===== config.mk =====
export PLATFORM = sky130hd
export DESIGN_NAME = fma_issue_arbiter
export DESIGN_NICKNAME = d
export VERILOG_FILES = /design/src/rtl/fma_issue_arbiter_pkg.sv /design/src/rtl/fma_id_fifo.sv /design/src/rtl/fma_issue_arbiter.sv
export SDC_FILE = /design/constraint.sdc
export NUM_CORES = 1
export LEC_CHECK = 0
export CAP_MARGIN = 0
export CORE_AREA = 2 2 588 590
export DETAILED_ROUTE_END_ITERATION = 8
export DIE_AREA = 0 0 590 592
export GPL_TIMING_DRIVEN = 0
export PLACE_DENSITY = 0.3
export SYNTH_ARGS = -nofsm -noshare
export SYNTH_HDL_FRONTEND = slang
export SYNTH_SLANG_ARGS = --single-unit

===== constraint.sdc =====
create_clock -name clk -period 7.35 [get_ports clk]
set_input_delay 1.8375 -clock clk [delete_from_list [all_inputs] [get_ports clk]]
set_output_delay 1.8375 -clock clk [all_outputs]
set_load 0.01 [all_outputs]

===== src/rtl/fma_issue_arbiter_pkg.sv =====
// Shared types and helpers for the fpFMA issue arbiter and its requester-ID FIFO.
package fma_issue_arbiter_pkg;

    localparam int DEF_NREQ  = 4;
    localparam int DEF_FPWID = 80;

    typedef enum logic [1:0] {
        IDLE,
        LOADED,
        WAIT
    } state_t;

    typedef logic [$clog2(DEF_NREQ)-1:0] rid_t;

    // Operands carry four extra bits beyond the FP format width.
    function automatic int op_width(input int fpwid);
        return fpwid + 4;
    endfunction

endpackage


===== src/rtl/fma_id_fifo.sv =====
// In-order FIFO of requester IDs for ops in flight in the FMA pipeline.
module fma_id_fifo
    import fma_issue_arbiter_pkg::*;
#(
    parameter int DEPTH = 8,
    parameter int W     = 2
) (
    input  logic                     clk,
    input  logic                     rst,
    input  logic                     push,
    input  logic                     pop,
    input  logic [W-1:0]             din,
    output logic [W-1:0]             dout,
    output logic [$clog2(DEPTH):0]   count,
    output logic                     full,
    output logic                     empty
);
    localparam int AW = $clog2(DEPTH);

    logic [W-1:0]  r_mem [DEPTH];
    logic [AW-1:0] r_wp;
    logic [AW-1:0] r_rp;
    logic [AW:0]   r_count;
    logic          w_push;
    logic          w_pop;

    // A pop on an empty FIFO is refused; a push into a full FIFO only lands if a pop frees the slot.
    assign w_pop  = pop && !empty;
    assign w_push = push && (!full || w_pop);

    assign dout  = r_mem[r_rp];
    assign count = r_count;
    assign full  = (r_count == (AW+1)'(DEPTH));
    assign empty = (r_count == '0);

    always_ff @(posedge clk) begin
        if (w_push) begin
            r_mem[r_wp] <= din;
        end
    end

    always_ff @(posedge clk) begin
        if (rst) begin
            r_wp    <= '0;
            r_rp    <= '0;
            r_count <= '0;
        end else begin
            if (w_push) begin
                r_wp <= r_wp + 1'b1;
            end
            if (w_pop) begin
                r_rp <= r_rp + 1'b1;
            end
            case ({w_push, w_pop})
                2'b10:   r_count <= r_count + 1'b1;
                2'b01:   r_count <= r_count - 1'b1;
                default: r_count <= r_count;
            endcase
        end
    end

endmodule


===== src/rtl/fma_issue_arbiter.sv =====
// Round-robin arbiter sharing one fpFMA unit among NREQ requesters; queued requester
// IDs route the unit's in-order result strobes back as one-cycle done pulses.
module fma_issue_arbiter
    import fma_issue_arbiter_pkg::*;
#(
    parameter int NREQ   = DEF_NREQ,
    parameter int FPWID  = DEF_FPWID,
    parameter int TAGW   = 6,
    parameter int MAXOUT = 8
) (
    input  logic                             clk,
    input  logic                             rst,
    input  logic                             ce,
    input  logic [NREQ-1:0]                  req,
    input  logic [NREQ*40-1:0]               req_instr,
    input  logic [NREQ*3-1:0]                req_rm,
    input  logic [NREQ*op_width(FPWID)-1:0]  req_a,
    input  logic [NREQ*op_width(FPWID)-1:0]  req_b,
    input  logic [NREQ*op_width(FPWID)-1:0]  req_c,
    input  logic [NREQ*TAGW-1:0]             req_tag,
    output logic [NREQ-1:0]                  gnt,
    output logic                             fma_ld,
    output logic [39:0]                      fma_instr,
    output logic [2:0]                       fma_rm,
    output logic [op_width(FPWID)-1:0]       fma_a,
    output logic [op_width(FPWID)-1:0]       fma_b,
    output logic [op_width(FPWID)-1:0]       fma_c,
    output logic [TAGW-1:0]                  fma_tag,
    output logic                             fma_v,
    input  logic                             fma_idle,
    input  logic                             fma_vo,
    output logic [NREQ-1:0]                  done,
    output logic [$clog2(MAXOUT):0]          outstanding,
    output logic                             err
);
    localparam int OW  = op_width(FPWID);
    localparam int IDW = $clog2(NREQ);

    state_t            r_state;
    state_t            w_next;
    logic [IDW-1:0]    r_ptr;
    logic [NREQ-1:0]   r_gnt;
    logic              r_ld;
    logic [39:0]       r_instr;
    logic [2:0]        r_rm;
    logic [OW-1:0]     r_a;
    logic [OW-1:0]     r_b;
    logic [OW-1:0]     r_c;
    logic [TAGW-1:0]   r_tag;
    logic [NREQ-1:0]   r_done;
    logic              r_err;

    logic [IDW-1:0]    w_sel;
    logic [IDW-1:0]    w_cand;
    logic [IDW-1:0]    w_head;
    logic              w_found;
    logic              w_issue;
    logic              w_full;
    logic              w_empty;
    logic [$clog2(MAXOUT):0] w_count;
    int unsigned       w_idx;

    // Scan from the pointer, wrapping modulo NREQ, so non-power-of-2 NREQ stays in range.
    always_comb begin
        w_sel   = '0;
        w_found = 1'b0;
        w_idx   = 0;
        w_cand  = '0;
        for (int unsigned i = 0; i < NREQ; i++) begin
            w_idx  = (32'(r_ptr) + i) % NREQ;
            w_cand = IDW'(w_idx);
            if (!w_found && req[w_cand]) begin
                w_found = 1'b1;
                w_sel   = w_cand;
            end
        end
    end

    // Credit check uses the registered count, so a same-cycle pop never unblocks a full FIFO.
    assign w_issue = (r_state == IDLE) && ce && fma_idle && w_found && !w_full;

    always_comb begin
        w_next = r_state;
        case (r_state)
            IDLE:    if (w_issue)         w_next = LOADED;
            LOADED:  if (ce)              w_next = WAIT;
            WAIT:    if (ce && fma_idle)  w_next = IDLE;
            default:                      w_next = IDLE;
        endcase
    end

    always_ff @(posedge clk) begin
        if (rst) begin
            r_state <= IDLE;
        end else begin
            r_state <= w_next;
        end
    end

    always_ff @(posedge clk) begin
        if (rst) begin
            r_ptr   <= '0;
            r_gnt   <= '0;
            r_ld    <= 1'b0;
            r_instr <= '0;
            r_rm    <= '0;
            r_a     <= '0;
            r_b     <= '0;
            r_c     <= '0;
            r_tag   <= '0;
            r_done  <= '0;
            r_err   <= 1'b0;
        end else begin
            r_ld  <= w_issue;
            r_gnt <= w_issue ? (NREQ'(1) << w_sel) : '0;
            if (w_issue) begin
                r_ptr   <= (w_sel == IDW'(NREQ-1)) ? '0 : w_sel + 1'b1;
                r_instr <= req_instr[w_sel*40 +: 40];
                r_rm    <= req_rm[w_sel*3 +: 3];
                r_a     <= req_a[w_sel*OW +: OW];
                r_b     <= req_b[w_sel*OW +: OW];
                r_c     <= req_c[w_sel*OW +: OW];
                r_tag   <= req_tag[w_sel*TAGW +: TAGW];
            end
            r_done <= (fma_vo && !w_empty) ? (NREQ'(1) << w_head) : '0;
            if (fma_vo && w_empty) begin
                r_err <= 1'b1;
            end
        end
    end

    fma_id_fifo #(
        .DEPTH (MAXOUT),
        .W     (IDW)
    ) u_id_fifo (
        .clk   (clk),
        .rst   (rst),
        .push  (w_issue),
        .pop   (fma_vo),
        .din   (w_sel),
        .dout  (w_head),
        .count (w_count),
        .full  (w_full),
        .empty (w_empty)
    );

    assign gnt         = r_gnt;
    assign fma_ld      = r_ld;
    assign fma_v       = r_ld;
    assign fma_instr   = r_instr;
    assign fma_rm      = r_rm;
    assign fma_a       = r_a;
    assign fma_b       = r_b;
    assign fma_c       = r_c;
    assign fma_tag     = r_tag;
    assign done        = r_done;
    assign outstanding = w_count;
    assign err         = r_err;

endmodule

* Word level (Yosys, flattened, before mapping)
Memories as Yosys holds them, arrays and structs flattened. A register that Yosys moved wholly into a read port is not among the register bits.
Index checks and enable logic that the tools add are counted.
** Cells by class
- Add/subtract/negate cells :: 8
- $mul :: 4
- Order comparisons :: 4
- Equal/unequal tests :: 9
- Shifts and indexed selects :: 8
- Multiplexer cells :: 26
- Bitwise operators :: 2
- Reduce and logical (&&, ||, !) cells :: 23
** Operators with widths (number)
- variable part select 336 x 10 -> 84 bit :: 3
- variable part select 160 x 9 -> 40 bit :: 1
- variable part select 24 x 6 -> 6 bit :: 1
- 2-to-1 mux 2 bit :: 8
- < comparator 2 x 3 -> 1 bit, second input constant :: 4
- variable part select 12 x 5 -> 3 bit :: 1
- logical AND 1 bit :: 11
- 2-to-1 mux 1 bit :: 10
- binary-select mux 1 bit (select 2 bit) :: 4
- multiplier 2 x 2 -> 4 bit, second input constant :: 2
- case mux 4 bit (2 select lines) :: 1
- << shifter 1 x 2 -> 4 bit, first input constant :: 2
- multiplier 2 x 5 -> 7 bit, second input constant :: 1
- adder 3 x 1 -> 3 bit, second input constant :: 2
- == test 2 bit, second input constant :: 3
- 2-to-1 mux 3 bit :: 2
- case mux 2 bit (3 select lines) :: 1
- logical NOT 1 bit :: 5
- multiplier 2 x 3 -> 5 bit, second input constant :: 1
- adder 2 x 1 -> 2 bit, second input constant :: 2
- adder 2 bit, second input constant :: 2
- adder 4 x 1 -> 4 bit, second input constant :: 1
- == test 2 x 1 -> 1 bit, second input constant :: 2
- == test 4 bit, second input constant :: 1
- other kinds (10) :: 13
** Storage, ports and cells
- Register bits after elaboration :: 325
- Memory bits (writable) :: 16
- Bits of input ports :: 1213
- Logic and storage cells :: 100
- Memories kept :: 1
** Memories
- u_id_fifo.r_mem :: words 8, width 2, read ports 1, clocked after memory_dff 1, wr ports 1, line fma_id_fifo.sv:20 : logic [W-1:0] r_mem [DEPTH];

* Depth between registers and ports, before layout
Gate-level depths: netlist of the first run.
- Depth in word-level cells :: 17
- Mapped depth :: 11
- Gate-level depth less buffers :: 10

* By module
A second synthesis of the first run with hierarchy kept.
** Unflattened totals
- Cell total of the unflattened synthesis :: 1845
- Area total of the unflattened synthesis :: 20425.8 µm²
** By module, submodules not included
- fma_issue_arbiter :: times used 1, cells an instance 1740, area each 19083.3 µm², sequential area each 6306.0 µm²
- fma_id_fifo :: times used 1, cells an instance 105, area each 1342.5 µm², sequential area each 740.7 µm²

* Worst setup path after synthesis of the first run
Ideal clock, no wire load.
- Path type :: input port to flip-flop
- Start :: input port req[1]
- End :: register u_id_fifo.r_count[3], in the netlist u_id_fifo.count[3]
- Library setup time :: 0.070 ns
- Arrival time :: 4.035 ns
- Data required time :: 7.280 ns
- Path slack :: 3.244 ns
- Stages on the path :: 11
- Path buffers :: 1
- Cells stage by stage :: nor4_1 -> a2111oi_4 -> inv_2 -> clkbuf_1 -> ha_1 -> ha_1 -> a21o_1 -> a21oi_1 -> xnor2_1 -> or3_1 -> a21oi_1
** On the way
- Word-level cells in the longest chain between the ends :: 17
- Elaborated cells on any way between the ends :: 25
- Those cells by class :: eq/ne: 2; mux: 13; reduce/logical: 10
** Ends and longest elaborated chain
- from (decl) :: line fma_issue_arbiter.sv:14 : input logic [NREQ-1:0] req,
- binary-select mux 1 bit (select 2 bit) :: line fma_issue_arbiter.sv:72 : if (!w_found && req[w_cand]) begin
- 2-to-1 mux 1 bit (not written as such) :: line fma_issue_arbiter.sv:72
- 2-to-1 mux 1 bit :: line fma_issue_arbiter.sv:72
- logical NOT 1 bit :: line fma_issue_arbiter.sv:72
- logical AND 1 bit :: line fma_issue_arbiter.sv:72
- 2-to-1 mux 1 bit :: line fma_issue_arbiter.sv:72
- logical NOT 1 bit :: line fma_issue_arbiter.sv:72
- logical AND 1 bit :: line fma_issue_arbiter.sv:72
- 2-to-1 mux 1 bit :: line fma_issue_arbiter.sv:72
- logical NOT 1 bit :: line fma_issue_arbiter.sv:72
- logical AND 1 bit :: line fma_issue_arbiter.sv:72
- 2-to-1 mux 1 bit * :: line fma_issue_arbiter.sv:72
- logical AND 1 bit * (2 in series) :: line fma_issue_arbiter.sv:80 : assign w_issue = (r_state == IDLE) && ce && fma_idle && w_found && !w_full;
- logical AND 1 bit * :: line fma_id_fifo.sv:29 : assign w_push = push && (!full || w_pop);
- == test 2 x 1 -> 1 bit or == test 2 bit (tied branches) :: line fma_id_fifo.sv:54 : case ({w_push, w_pop})
- case mux 4 bit (2 select lines) or nonzero test 2 bit (tied branches)
- to (signal assigned) :: line fma_id_fifo.sv:55 : 2'b10: r_count <= r_count + 1'b1;
- to (signal assigned) :: line fma_id_fifo.sv:56 : 2'b01: r_count <= r_count - 1'b1;
- to (signal assigned) :: line fma_id_fifo.sv:57 : default: r_count <= r_count;
- to (decl) :: line fma_id_fifo.sv:23 : logic [AW:0] r_count;
Every way passes the cells marked *; elsewhere a longest branch is shown, timed or not. The select of a mux whose other input is x is not followed.
A chain may end at the register's enable or synchronous reset.

* Final worst setup path of the first run
- Start :: input port req[3]
- End :: register r_c[5], in the netlist fma_c[5]
** On the way
- Word-level cells in the longest chain between the ends :: 14
- Elaborated cells on any way between the ends :: 26
- Those cells by class :: mul: 1; shift: 1; mux: 16; reduce/logical: 8
** Ends and longest elaborated chain
- binary-select mux 1 bit (select 2 bit) :: line fma_issue_arbiter.sv:72
- 2-to-1 mux 1 bit (not written as such) :: line fma_issue_arbiter.sv:72
- 2-to-1 mux 1 bit :: line fma_issue_arbiter.sv:72
- logical NOT 1 bit :: line fma_issue_arbiter.sv:72
- logical AND 1 bit :: line fma_issue_arbiter.sv:72
- 2-to-1 mux 1 bit :: line fma_issue_arbiter.sv:72
- logical NOT 1 bit :: line fma_issue_arbiter.sv:72
- logical AND 1 bit :: line fma_issue_arbiter.sv:72
- 2-to-1 mux 1 bit :: line fma_issue_arbiter.sv:72
- logical NOT 1 bit :: line fma_issue_arbiter.sv:72
- logical AND 1 bit :: line fma_issue_arbiter.sv:72
- 2-to-1 mux 2 bit or 2-to-1 mux 1 bit (tied branches) :: line fma_issue_arbiter.sv:72
- multiplier 2 x 5 -> 7 bit or logical AND 1 bit (tied branches) :: line fma_issue_arbiter.sv:122, fma_issue_arbiter.sv:80
- variable part select 336 x 10 -> 84 bit or logical AND 1 bit (tied branches) :: line fma_issue_arbiter.sv:122, fma_issue_arbiter.sv:80
- to (signal assigned) :: line fma_issue_arbiter.sv:122 : r_c <= req_c[w_sel*OW +: OW];
- to (decl) :: line fma_issue_arbiter.sv:48 : logic [OW-1:0] r_c;
Several ways; a longest one is shown, not always the timed one. The select of a mux whose other input is x is not followed.

==> results.yml, run 1 <==
synthesis:
  synth-seq-area-share: 0.348
  mappedNetlistArea_mm2: 0.0203
  synth.top_cells.by_area: "sky130_fd_sc_hd__dfxtp_1 32%, sky130_fd_sc_hd__mux2i_1 30%, sky130_fd_sc_hd__o221ai_2 20%, sky130_fd_sc_hd__nand2_1 5.9%, sky130_fd_sc_hd__edfxtp_1 2.4%"
  ys_ff_latch: 344
  synthesis.nets: 3047
  synth.yosys.warnings: 0
  synth_enable_flop_cells: 16
  yosys-top-cells-count: "604 x sky130_fd_sc_hd__mux2i_1, 328 x sky130_fd_sc_hd__dfxtp_1, 316 x sky130_fd_sc_hd__nand2_1"
  synthCells: 1827
  post_synth_num_cell_types: 37
  synth_most_common_cell: "sky130_fd_sc_hd__mux2i_1"
  synth_top_area_frac: 0.324
  synthesis.area_per_instance_um2: 11.1
  postSynth.topFlopCell: "sky130_fd_sc_hd__dfxtp_1"
  synth-async-reset-ratio: 0
  yosys.area.top_type: "sky130_fd_sc_hd__dfxtp_1"
worst_setup_path:
  worst_ep_required_time_ns: 7.89
  setup.worst_path.class: "input port to flop"
  endpoint_kind: "flop"
  critical_path.startpoint_type: "input port"
  crit_path_max_fanout: 10
  reg2reg_setup_slack_ns: 3.14
  crit_arrival_ns: 6.15
global_routing:
  first_global_vias: 24500
  grt_max_degree: 19
  overflow: 0
  antenna_violations_before_repair: 226
  grt_first_pass_wirelength_um: 326000
  grt.total_usage: 0.150
clock_tree:
  cells_resized_by_post_cts_repair: 0
  cts_tree: "built"
  postCtsHoldBufs: 0
  post_cts_buffers: 0
  clockRootBuffer: "sky130_fd_sc_hd__clkbuf_16"
  clkLatencyLatePin_ns: 0.72
  clockBufferDepth: 3
  tritoncts_num_sinks: 344
  worst_setup_hold_path_clk_slew_ns: 0.06
  cts_buffers: 55
  ctsHtreeMaxLevel: 2
timing:
  worst_hold_slack_ns: 0.464
  totalNegativeSetupSlack_ns: 0
  rsz0062_at_grt: "no"
  hold_viol: 0
  fin_ws_ns: 1.74
  final-max-slew-violation-count: 0
  max_slew_margin_vs_limit: 0.0112
  timing.final.setup_violations: 0
  final_min_period_over_clock_period: 0.764
  clock-skew-final_ns: 0.0369
  timing.fmax_mhz: 178
  final_critical_delay_including_setup_and_external_delays_ns: 5.61
  worst-slew-pin-transition_ns: 1.44
die:
  io-pin-count: 1529
  fp.dieH_um: 592
  start_util: 0.0591
  coreArea_mm2: 0.342
  chipWidth_um: 590
  num_rows: 215
  die_area_mm2: 0.349
route:
  dr.pass1.iters: 7
  viasPerCell: 2.91
  wl_um: 273000
  avgRoutedWirePerCell_um: 33.7
  route.vias.total: 23600
  ant_nets: 0
  total_drc_errors_in_the_routed_layout: 0
  detailedRoute.firstIterationViolations: 1115
min_path:
  worst_hold_path_type: "flop to flop"
placement:
  gp_congestion: 0.838
  portBuffers: 1528
  place_area_mm2: 0.0413
  dp_hpwl_um: 244000
  place_ws_ns: 0.482
run_status:
  result_of_the_run: "finished, violations left"
  failed_checks: "max-capacitance violations"
flow_run:
  timing.max_cap.violations: 1
layout:
  nNetsFinal: 4635
  drive_gt1_frac: 0.145
  final_area_mm2: 0.0434
  area_growth_syn_to_layout_pct: 115
power:
  power.density_mw_per_mm2: 192
  peakVddDrop_mv: 0.169
  power_leakage_nw: 14.4
==> area by class of cell <==
cell class,instances,area (um^2)
Fill cell,39000,299000
Timing Repair Buffer,1531,15400
Multi-Input combinational cell,1304,12200
Sequential cell,344,7050
Tap cell,4557,5700
Clock buffer,74,1560
Buffer,172,1000
Clock inverter,27,389
Antenna cell,71,178
Inverter,7,26.3
==> report_power, final <==
group / leakage (nW) / switching (mW) / internal, mW / total [mW]
registers: 2.82 / 0.147 / 2.08 / 2.22
clock network: 0.949 / 1.23 / 1.79 / 3.02
logic: 10.6 / 1.66 / 1.44 / 3.10
==> metal layers <==
| metal | vias up | global-route usage | part of all wire |
|---|---|---|---|
| met5 | - | 0 | 0.0035 |
| met4 | 144 | 0.0471 | 0.037 |
| met3 | 466 | 0.0647 | 0.098 |
| met2 | 1351 | 0.276 | 0.51 |
| met1 | 11300 | 0.151 | 0.35 |
| li1 | 10300 | - | - |
==> logic make-up (layout without fill, tap and decap cells) <==
kind of cell | count (synthesis) | in the layout | synth area share
muxes | 608 | 608 | 0.303
AOI/OAI and AO/OA | 320 | 320 | 0.220
other | 0 | 71 | 0
adders and majority gates | 7 | 7 | 0.00470
and+or+nand+nor | 362 | 362 | 0.0706
buffers and inverters | 179 | 1811 | 0.0507
DFF | 344 | 344 | 0.348
xor gates and xnor gates | 7 | 7 | 0.00303
==> placed cells by master, fill, tap and decap left out, types with 4 or more instances in the layout <==
cell,count
sky130_fd_sc_hd__a21oi_1,13
sky130_fd_sc_hd__clkbuf_16,56
sky130_fd_sc_hd__xor2_1,4
sky130_fd_sc_hd__nand2_1,316
sky130_fd_sc_hd__bufinv_16,9
sky130_fd_sc_hd__edfxtp_1,16
sky130_fd_sc_hd__nor4_1,4
sky130_fd_sc_hd__dfxtp_1,328
sky130_fd_sc_hd__nand2b_1,4
sky130_fd_sc_hd__buf_6,31
sky130_fd_sc_hd__nor2_1,21
sky130_fd_sc_hd__ha_1,6
sky130_fd_sc_hd__inv_1,5
sky130_fd_sc_hd__clkinv_2,5
sky130_fd_sc_hd__buf_2,94
sky130_fd_sc_hd__o221ai_1,31
sky130_fd_sc_hd__diode_2,71
sky130_fd_sc_hd__clkbuf_1,48
sky130_fd_sc_hd__mux4_2,4
sky130_fd_sc_hd__clkbuf_8,9
sky130_fd_sc_hd__clkdlybuf4s50_1,1528
sky130_fd_sc_hd__clkinv_1,5
sky130_fd_sc_hd__clkinv_4,4
sky130_fd_sc_hd__mux2i_1,603
sky130_fd_sc_hd__o221ai_2,270
==> final timing paths <==
path / start / endpoint / depth (start not counted)
max reg2reg: r_ptr[0] / fma_c[5] / 8
min: err / err / 2
max: req[3] / fma_c[5] / 9
min reg2reg: err / err / 2
==> per-stage QoR <==
stage / utilization / power, mW / std cells
detailed placement: 0.121 / 5.46 / 7915
finish: 0.127 / 8.34 / 8087
CTS: 0.126 / 8.61 / 8016
global placement: 0.120 / 5.45 / 7912
floorplan: - / 3.41 / 1827
global route: 0.127 / 8.72 / 8060
==> sequential cells by signal (all words and copies together) (netlist names), named ones only <==
register and cells:
u_id_fifo.r_rp 3, fma_rm 3, r_ptr 2, fma_b 84
err 1, fma_instr 40, u_id_fifo.r_wp 3, fma_tag 6
fma_c 84, gnt 4, r_state 2, u_id_fifo.count 4
fma_a 84, u_id_fifo.r_mem 16, fma_ld 1, done 4
==> critical path: stages <==
cell                              delay [ns]
sky130_fd_sc_hd__clkdlybuf4s50_1        0.60
sky130_fd_sc_hd__inv_1                  0.07
sky130_fd_sc_hd__a21o_1                 0.18
sky130_fd_sc_hd__a211o_1                0.33
sky130_fd_sc_hd__inv_2                  0.41
sky130_fd_sc_hd__buf_2                  0.58
sky130_fd_sc_hd__buf_2                  0.69
sky130_fd_sc_hd__mux2i_1                1.21
sky130_fd_sc_hd__o221ai_2               0.15
Power figures use the tool's default switching activity.
==> inputs of run 2 (changes only) <==
Clock period 7.35 ns to 4.7 ns, I/O delays scaled along.
==> run 2 against run 1 <==
Against the previous run: the run ends with negative setup slack left; design area up 0.22%; routed wire length hardly changed; first-iteration DRC count grew 8.3%; power up 57%.
==> results.yml, run 2 (synthesis results as in run 1) <==
die:
  start_util: 0.0591
  num_rows: 215
  die_area_mm2: 0.349
  coreArea_mm2: 0.342
  io-pin-count: 1529
  chipWidth_um: 590
  fp.dieH_um: 592
layout:
  post-route-util: 0.127
  drive_gt1_frac: 0.149
  final_area_mm2: 0.0435
  combined_area_of_the_multi_input_logic_cells_mm2: 0.0123
  mostFrequentLayoutCells: "1528 x sky130_fd_sc_hd__clkdlybuf4s50_1, 587 x sky130_fd_sc_hd__mux2i_1, 328 x sky130_fd_sc_hd__dfxtp_1"
  finalNonFillerCells: 8090
  area_growth_syn_to_layout_pct: 115
  sequential_area_mm2: 0.00705
  layout.filler_cells: 39000
  nNetsFinal: 4635
  layout_commonest_cell: "sky130_fd_sc_hd__clkdlybuf4s50_1"
global_routing:
  global_route.peak_usage_layer: "met2"
  first_global_vias: 24500
  grt.total_usage: 0.150
  grt.met3_usage: 0.0647
  antenna_violations_before_repair: 226
  overflow: 0
  grt_first_pass_wirelength_um: 326000
  grtUsageMet2: 0.276
  grt_max_degree: 19
  use_met1: 0.152
worst_setup_path:
  worst_ep_required_time_ns: 5.26
  endpoint_kind: "flop"
  critPathBufInv: 6
  setup.worst_path.class: "input port to flop"
  crit_arrival_ns: 5.28
  critical_path.startpoint_type: "input port"
  slowest_stage: "sky130_fd_sc_hd__mux2i_1"
  crit_path_max_fanout: 12
  worst_path_largest_cell_delay_ns: 0.66
  cell_chain_critical_path: "clkdlybuf4s50_1 -> inv_1 -> a21o_1 -> a211o_1 -> inv_2 -> buf_4 -> buf_2 -> buf_2 -> mux2i_1 -> o221ai_2"
  crit_path_leading_delay_family: "buffers and inverters"
  crit_path_frequent_cell: "sky130_fd_sc_hd__buf_2"
power:
  peakVddDrop_mv: 0.264
  p_switching_mw: 4.76
  power.internal_mw: 8.32
  power.density_mw_per_mm2: 300
  total_power_mw: 13.1
  clkPwrFrac: 0.362
  sequential_fraction_of_design_power: 0.266
  power.switching_fraction: 0.364
  share_comb_of_total_power: 0.372
  power_leakage_nw: 14.4
run_status:
  result_of_the_run: "finished, violations left"
  failed_checks: "negative setup slack"
timing:
  totalNegativeSetupSlack_ns: -0.0167
  rsz0062_at_grt: "no"
  hold_viol: 0
  fin_ws_ns: -0.0167
  worst_hold_slack_ns: 0.463
  timing.final.setup_violations: 1
  final_critical_delay_including_setup_and_external_delays_ns: 4.72
  max_slew_margin_vs_limit: 0.167
  final-max-slew-violation-count: 0
  worst-slew-pin-transition_ns: 1.25
  clock-skew-final_ns: 0.0400
  final_min_period_over_clock_period: 1.00
  timing.fmax_mhz: 212
route:
  detailedRoute.firstIterationViolations: 1208
  viasPerCell: 2.92
  dr.pass1.iters: 7
  total_drc_errors_in_the_routed_layout: 0
  route.vias.total: 23600
  avgRoutedWirePerCell_um: 33.7
  wl_um: 273000
  ant_nets: 0
min_path:
  worst_hold_path_type: "flop to flop"
flow_run:
  timing.max_cap.violations: 0
placement:
  place_area_mm2: 0.0413
  portBuffers: 1528
  placed_cells: 7915
  gp_congestion: 0.838
  dp_hpwl_um: 244000
  place_ws_ns: -1.51
clock_tree:
  worst_setup_hold_path_clk_slew_ns: 0.06
  clockBufferDepth: 3
  cts_buffers: 55
  ctsHtreeMaxLevel: 2
  clkLatencyLatePin_ns: 0.73
  clockRootBuffer: "sky130_fd_sc_hd__clkbuf_16"
  cts_tree: "built"
  tritoncts_num_sinks: 344
run 2: layer usage:
metal / vias to the layer above / part of all wire
li1: 10300 / -
met1: 11300 / 0.35
met2: 1371 / 0.51
met3: 482 / 0.099
met4: 144 / 0.040
met5: - / 0.0035
run 2: final timing paths:
check	start	endpoint	slack, ns	cells past startpoint
worst max register to register	r_ptr[0]	fma_c[34]	0.73	9
worst min register to register	err	err	0.46	2
worst min-delay path	err	err	0.46	2
worst max-delay path	req[3]	fma_c[34]	-0.02	10
run 2: layout make-up:
type	count	area share
well taps	4557	0.131
flip-flops and latches	344	0.162
repair buffers	1531	0.353
clock inverters	27	0.00894
clock buffers	74	0.0358
plain buffers	172	0.0235
multi-input cells	1304	0.282
inverters	7	0.000603
diodes	74	0.00425
run 2: worst register-to-register path: stages (launching register included):
cell                       delay, ns
sky130_fd_sc_hd__dfxtp_1        0.35
sky130_fd_sc_hd__nor2b_1        0.07
sky130_fd_sc_hd__a21o_1         0.15
sky130_fd_sc_hd__a211o_1        0.33
sky130_fd_sc_hd__inv_2          0.40
sky130_fd_sc_hd__buf_4          0.53
sky130_fd_sc_hd__buf_2          0.59
sky130_fd_sc_hd__buf_2          0.55
sky130_fd_sc_hd__mux2i_1        0.66
sky130_fd_sc_hd__o221ai_2       0.19
run 2: repair_timing:
| action | CTS | global route |
|---|---|---|
| hold buffers | 0 | 0 |
| endpoints found under the setup margin | 30 | 4 |
| buffers inserted | 0 | 0 |
| pin swaps | 0 | 0 |
| endpoints found under the hold margin | 0 | 0 |
| resized for setup | 20 | 4 |
run 2: power groups by stage:
| stage | clock [mW] | sequential [mW] | combinational, mW |
|---|---|---|---|
| 4_1_cts | 4.97 | 3.48 | 5.03 |
| 5_1_grt | 5.00 | 3.51 | 5.14 |
| 3_5_place_dp | 0 | 3.54 | 4.99 |
| 6_report | 4.73 | 3.48 | 4.87 |
| 3_3_place_gp | 0 | 3.53 | 4.99 |
| 2_1_floorplan | 0 | 3.60 | 1.74 |
